[src/rtl/sid_pkg.sv]
// Shared SID audio-path definitions: sample width, midscale, DAC state
// encoding and the volume-scaling arithmetic used when a sample is loaded.
package sid_pkg;

  localparam int SID_SAMPLE_W = 15;
  localparam logic [SID_SAMPLE_W-1:0] SID_MIDSCALE = 15'd16384;
  localparam logic [SID_SAMPLE_W-1:0] SID_FULLSCALE = 15'd32767;

  typedef enum logic [1:0] {
    SID_WAIT = 2'd0,
    SID_LOAD = 2'd1,
    SID_RUN  = 2'd2,
    SID_RAMP = 2'd3
  } sid_state_e;

  // Plain-vector aliases of the enum, used for the state register and debug port.
  localparam logic [1:0] ST_WAIT = SID_WAIT;
  localparam logic [1:0] ST_LOAD = SID_LOAD;
  localparam logic [1:0] ST_RUN  = SID_RUN;
  localparam logic [1:0] ST_RAMP = SID_RAMP;

  // Re-centre around midscale, apply vol/16 with floor rounding, re-offset and clamp.
  function automatic logic [SID_SAMPLE_W-1:0] sid_scale(
    input logic [SID_SAMPLE_W-1:0] sample,
    input logic [3:0]              vol
  );
    logic signed [15:0] centred;
    logic signed [20:0] prod;
    logic signed [16:0] scaled;
    logic signed [17:0] sum;
    centred = $signed({1'b0, sample}) - 16'sd16384;
    prod    = centred * $signed({1'b0, vol});
    scaled  = prod[20:4];
    sum     = {scaled[16], scaled} + 18'sd16384;
    if (sum < 18'sd0) begin
      sid_scale = '0;
    end else if (sum > 18'sd32767) begin
      sid_scale = SID_FULLSCALE;
    end else begin
      sid_scale = sum[SID_SAMPLE_W-1:0];
    end
  endfunction

endpackage

[src/rtl/sid_dac_if.sv]
// Sample/volume input bundle and bitstream/debug outputs of the SID DAC.
interface sid_dac_if;
  import sid_pkg::*;

  // Handshake: a sample is transferred on any clk edge where clk_enable and
  // sample_ready are both high; the DAC never stalls the producer, and
  // sample_taken acknowledges the transfer one clk later.
  logic                    clk_enable;
  logic [SID_SAMPLE_W-1:0] sample_in;
  logic                    sample_ready;
  logic [3:0]              vol;
  logic                    dac_out;
  logic [SID_SAMPLE_W-1:0] level_out;
  logic                    sample_taken;
  logic [1:0]              fsm_state;

  modport master (
    output clk_enable, sample_in, sample_ready, vol,
    input  dac_out, level_out, sample_taken, fsm_state
  );

  modport slave (
    input  clk_enable, sample_in, sample_ready, vol,
    output dac_out, level_out, sample_taken, fsm_state
  );

endinterface

[src/rtl/sid_sd_mod.sv]
// First-order delta-sigma modulator: the 15-bit accumulator overflow is the bitstream.
module sid_sd_mod
  import sid_pkg::*;
(
  input  logic                    clk,
  input  logic                    rst,
  input  logic [SID_SAMPLE_W-1:0] level,
  output logic                    bit_out
);

  logic [SID_SAMPLE_W-1:0] acc;
  logic [SID_SAMPLE_W:0]   sum;

  assign sum = {1'b0, acc} + {1'b0, level};

  always_ff @(posedge clk) begin
    if (rst) begin
      acc     <= '0;
      bit_out <= 1'b0;
    end else begin
      acc     <= sum[SID_SAMPLE_W-1:0];
      bit_out <= sum[SID_SAMPLE_W];
    end
  end

endmodule

[src/rtl/sid_dac.sv]
// SID output DAC: captures filter samples, applies master volume, drives a delta-sigma bitstream.
// Define SID_DAC_INTERP_EN to glide level_out to each new target over 8 SID ticks.
module sid_dac
  import sid_pkg::*;
(
  input  logic    clk,
  input  logic    rst,
  sid_dac_if.slave bus
);

  logic [1:0]              state;
  logic [SID_SAMPLE_W-1:0] latched;
  logic [SID_SAMPLE_W-1:0] target_c;
  logic [SID_SAMPLE_W-1:0] target_q;
  logic [SID_SAMPLE_W-1:0] level;
  logic                    taken;
  logic                    capture;
  logic                    dac_bit;

  assign capture  = bus.clk_enable && bus.sample_ready;
  // vol only matters here, so a volume change between captures leaves level alone.
  assign target_c = sid_scale(latched, bus.vol);

`ifdef SID_DAC_INTERP_EN
  logic signed [15:0]      step;
  logic [2:0]              ramp_cnt;
  logic signed [15:0]      diff;
  logic [16:0]             ramp_sum;
  logic [SID_SAMPLE_W-1:0] ramp_next;

  assign diff     = $signed({1'b0, target_c}) - $signed({1'b0, level});
  assign ramp_sum = {2'b00, level} + {step[15], step};

  // Floor rounding of step can overshoot by a few LSBs; keep the ramp in range.
  always_comb begin
    ramp_next = ramp_sum[SID_SAMPLE_W-1:0];
    if (ramp_sum[16]) begin
      ramp_next = '0;
    end else if (ramp_sum[15]) begin
      ramp_next = SID_FULLSCALE;
    end
  end
`endif

  always_ff @(posedge clk) begin
    if (rst) begin
      state    <= ST_WAIT;
      latched  <= SID_MIDSCALE;
      target_q <= SID_MIDSCALE;
      level    <= SID_MIDSCALE;
      taken    <= 1'b0;
`ifdef SID_DAC_INTERP_EN
      step     <= '0;
      ramp_cnt <= '0;
`endif
    end else begin
      taken <= capture;
      if (capture) begin
        // A capture in any state restarts from LOAD; level_out holds meanwhile.
        latched <= bus.sample_in;
        state   <= ST_LOAD;
      end else begin
        case (state)
          ST_LOAD: begin
            target_q <= target_c;
`ifdef SID_DAC_INTERP_EN
            step     <= diff >>> 3;
            ramp_cnt <= '0;
            state    <= ST_RAMP;
`else
            state    <= ST_RUN;
`endif
          end
`ifdef SID_DAC_INTERP_EN
          ST_RAMP: begin
            if (bus.clk_enable) begin
              if (ramp_cnt == 3'd7) begin
                level <= target_q;
                state <= ST_RUN;
              end else begin
                level    <= ramp_next;
                ramp_cnt <= ramp_cnt + 3'd1;
              end
            end
          end
`endif
          default: ;
        endcase
      end
`ifndef SID_DAC_INTERP_EN
      // Second stage of the two-clk load pipeline.
      if (state == ST_RUN) begin
        level <= target_q;
      end
`endif
    end
  end

  sid_sd_mod u_mod (
    .clk     (clk),
    .rst     (rst),
    .level   (level),
    .bit_out (dac_bit)
  );

  assign bus.dac_out      = dac_bit;
  assign bus.level_out    = level;
  assign bus.sample_taken = taken;
  assign bus.fsm_state    = state;

endmodule

[src/flat_wrapper.sv]
// flat-port wrapper written by rule: the top's interface ports become plain ports
module sid_dac_flat import sid_pkg::*;
  (clk, rst, bus_clk_enable, bus_sample_in, bus_sample_ready, bus_vol, bus_dac_out, bus_level_out, bus_sample_taken, bus_fsm_state);
  sid_dac_if bus_i ();
  input  logic clk;
  input  logic rst;
  input wire logic [$bits(bus_i.clk_enable)-1:0] bus_clk_enable;
  input wire logic [$bits(bus_i.sample_in)-1:0] bus_sample_in;
  input wire logic [$bits(bus_i.sample_ready)-1:0] bus_sample_ready;
  input wire logic [$bits(bus_i.vol)-1:0] bus_vol;
  output wire logic [$bits(bus_i.dac_out)-1:0] bus_dac_out;
  output wire logic [$bits(bus_i.level_out)-1:0] bus_level_out;
  output wire logic [$bits(bus_i.sample_taken)-1:0] bus_sample_taken;
  output wire logic [$bits(bus_i.fsm_state)-1:0] bus_fsm_state;
  assign bus_i.clk_enable = bus_clk_enable;
  assign bus_i.sample_in = bus_sample_in;
  assign bus_i.sample_ready = bus_sample_ready;
  assign bus_i.vol = bus_vol;
  assign bus_dac_out = bus_i.dac_out;
  assign bus_level_out = bus_i.level_out;
  assign bus_sample_taken = bus_i.sample_taken;
  assign bus_fsm_state = bus_i.fsm_state;
  sid_dac u_core (.clk(clk), .rst(rst), .bus(bus_i));
endmodule
[config.mk]
export PLATFORM = sky130hd
export DESIGN_NAME = sid_dac_flat
export DESIGN_NICKNAME = d
export VERILOG_FILES = /design/src/rtl/sid_pkg.sv /design/src/rtl/sid_dac_if.sv /design/src/rtl/sid_sd_mod.sv /design/src/rtl/sid_dac.sv /design/src/flat_wrapper.sv
export SDC_FILE = /design/constraint.sdc
export NUM_CORES = 1
export LEC_CHECK = 0
export CAP_MARGIN = 20
export CORE_ASPECT_RATIO = 1.1
export CORE_MARGIN = 5
export CORE_UTILIZATION = 35
export DETAILED_ROUTE_END_ITERATION = 6
export RECOVER_POWER = 100
export SLEW_MARGIN = 20
export SYNTH_ARGS = -nofsm -noshare
export SYNTH_HDL_FRONTEND = slang
export SYNTH_SLANG_ARGS = --single-unit
[constraint.sdc]
create_clock -name clk -period 6.8 [get_ports clk]
set_clock_uncertainty 0.05 [all_clocks]
set_input_delay 1.36 -clock clk [delete_from_list [all_inputs] [get_ports clk]]
set_output_delay 1.36 -clock clk [all_outputs]
set_load 0.02 [all_outputs]
==> run metrics <==
clock buffer depth=2; final number of max-transition violations=39; clock insertion delay at the later pin of the skew report=0.33 ns; Setup Slack @ Placement=0.4588 ns; Mean Syn Cell Area=8.640 um2; DP HPWL=7914 um; violations in the final reports=capacitance limit, slew limit; Critical R2R Launch=u_core.latched[7]; Crit path max-delay family=adder cells; DRT iter0 DRCs=128; number of CTS-inserted buffers=9; Yosys cell types=51; TritonCTS sink count=64; reg-to-reg endpoint=u_core.target_q[8]; total global routing overflow=0; number of resized instances in the post-cts repair step=0; CP endpoint kind=flip-flop; Port-buffer cells=41; share of post-route cells with drive strength above 1=4.276%; Layout Area Growth over Synthesis=18.89%; cell taking the most area after synthesis=dfxtp_1; number of register bits inferred by synthesis=64; CTS tree=built; first-pass GRT wire length=17380 um; Total Routing Usage GR=12.77%; Mapped Area=4856 um2; core outline area=13740 um2; logic depth of the worst register-to-register path=15; Final Hold Vio Count=0; post-layout min period=6.097 ns; Required @ worst endpoint=6.95 ns; commonest cells after routing, fill and taps aside=inv_1 (81), dfxtp_1 (64), nand2_1 (63), ha_1 (52), and2_1 (44); core occupancy in the finished layout=42.02%; Hold/Removal Path Class=flip-flop to flip-flop; DP Area=5470 um2; Layout Cell Area excl Fill=5773 um2; ranking of synthesized cells by area=dfxtp_1 (26%), ha_1 (13%), fa_1 (13%); critical-path cell with the highest stage delay=dlygate4sd3_1; NumNets Final=710; cell breakdown of the critical path=dlygate4sd3_1 > and2_1 > ha_1 > fa_1 > inv_1 > fa_1 > inv_1 > ha_1 > a21o_1 > a221o_1 > a22oi_1 > a31oi_1 > nor3_1 > nor3b_1 > or3_4 > a22oi_1; most common cell after layout, fill and taps aside=inv_1; starting density of the core=35.35%; period utilisation layout=89.66%; power density over the cells=184.9 nW/um2; sequential fraction of the synthesis area=26.38%; Gate Count Post-Synth=562; drt pass-1 iters=4; remaining routing DRC violations=0; Worst Min Path Start=u_core.target_q[4]; Worst Tran Pin Value=1.857 ns; ANT nets after route=0; I/O pin count=42; worst voltage drop across the vdd grid=0.1076 mV; largest net degree at the start of global routing=39; clock slew seen by the registers of the worst setup and hold paths=0.06 ns; Synth async-reset ratio=0%; Vert. Die Dim=133.5 um; critical path buffer and inverter count=3; CP peak stage delay=0.71 ns; total wire length=9869 um; critical path peak fanout=15; CP Class=input pin to flip-flop; total power after layout=1.067 mW; Critical Path Start=bus_vol[2]; worst setup slack after layout=0.7031 ns; buffer cell driving the clock tree root=clkbuf_16; final-layout setup total negative slack=0 ns; antenna violations before repair=0; number of buffers inserted by hold repair at cts=0; Highest Clock Rate=164.0 MHz; worst-case headroom to the max-slew limit=-23.83%; number of levels the H-tree was split into=3; Top FF cell, synth=dfxtp_1; critical path arrival=6.25 ns; setup slack of the most critical reg-to-reg path=2.19 ns; GP Congestion=0.8699; logic depth of the worst setup path including buffers=16; number of rows created at floorplan=45; endpoint of the worst setup timing path=u_core.target_q[8]; max cap viols=1; routed via count divided by cell count=4.722; Die Area=16330 um2; status=complete, but fails checks; via count=3759; Chip Width=122.3 um; number of warnings issued by yosys=0; Ant. Diodes=0; Routed wire per std cell=12.40 um; number of flops mapped to enable cells by yosys=0; Worst Setup Start Kind=input pin; number of global-route vias before repair=3853; Setup Viol. Count Final=0; number of buffers inserted to repair setup after CTS=0; setup repair after global routing missed its margin=false; area fraction of the dominant cell type after synthesis=26.38%; leakage power summed over all cells=2.767 nW; synthesized netlist net count=669
## worst register-to-register path: stages, from the launching register on
cell and delay, ns:
dfxtp_1 0.35, and2_1 0.16, ha_1 0.31, fa_1 0.54
inv_1 0.05, fa_1 0.52, inv_1 0.04, ha_1 0.37
a21o_1 0.22, a221o_1 0.35, a22oi_1 0.24, a31oi_1 0.20
nor3_1 0.28, nor3b_1 0.43, or3_4 0.29, a22oi_1 0.10
## cell type report
type	instances	area (um2)
multi-input combinational	401	3172
clock buffer	12	266.5
clock inverter	4	73.82
fill	1422	7965
inverter	81	304.0
sequential	64	1281
tap	188	235.2
timing repair buffer	46	440.4
## logic make-up (layout without fill, tap and decap cells)
logic type	count (synthesis)	after routing	synth area share (%)
xor gates and xnor gates	22	22	3.968
buffers and inverters	97	143	7.678
AOI/OAI and AO/OA	116	116	16.52
and+or+nand+nor	179	179	18.86
DFF	64	64	26.38
adders and majority gates	84	84	26.59
## metrics by stage
stage	hold slack [ns]	std cells
3_3_place_gp	0.3894	780
3_5_place_dp	0.4001	780
2_1_floorplan	0.3756	562
6_report	0.4055	796
4_1_cts	0.4034	796
5_1_grt	0.4363	796
## state kept, by name, summed over array words and instances (netlist names)
register                 cells
u_core.bus.level_out        15
u_core.latched              15
u_core.target_q             15
u_core.u_mod.acc            15
u_core.bus.fsm_state         2
u_core.bus.sample_taken      1
u_core.u_mod.bit_out         1
## routing by layer
| layer | track usage (%) | up-vias | share of wire, % |
|---|---|---|---|
| li1 | - | 1950 | - |
| met1 | 16.94 | 1723 | 48 |
| met2 | 20.93 | 78 | 47 |
| met3 | 2.972 | 8 | 4.0 |
| met4 | 3.174 | 0 | 0.86 |
| met5 | 0 | - | 0 |
## power by group
part | switching, mW | internal, mW
clock network | 0.171 | 0.352
registers | 0.00899 | 0.386
logic | 0.0848 | 0.0647
total | 0.265 | 0.802
## Yosys cell counts, types with 7 or more instances
cell	instances
inv_1	81
dfxtp_1	64
nand2_1	63
ha_1	52
and2_1	45
a21oi_1	41
fa_1	32
nor2_1	23
a22o_1	14
clkbuf_1	12
nor2b_1	12
xnor2_1	12
xor2_1	10
o21ai_1	9
o21ai_0	8
a21o_1	7
a22oi_2	7
nor3_1	7
## worst min-delay path by stage
stage	end	slack (ns)	cells after the start
after global routing	u_core.bus.level_out[4]	0.44	2
after floorplan	u_core.target_q[4]	0.38	2
after global placement	u_core.target_q[9]	0.39	2
after CTS	u_core.bus.level_out[4]	0.40	2
final	u_core.bus.level_out[4]	0.41	2
after detailed placement	u_core.target_q[4]	0.40	2
(Power assumes the default switching activity.)
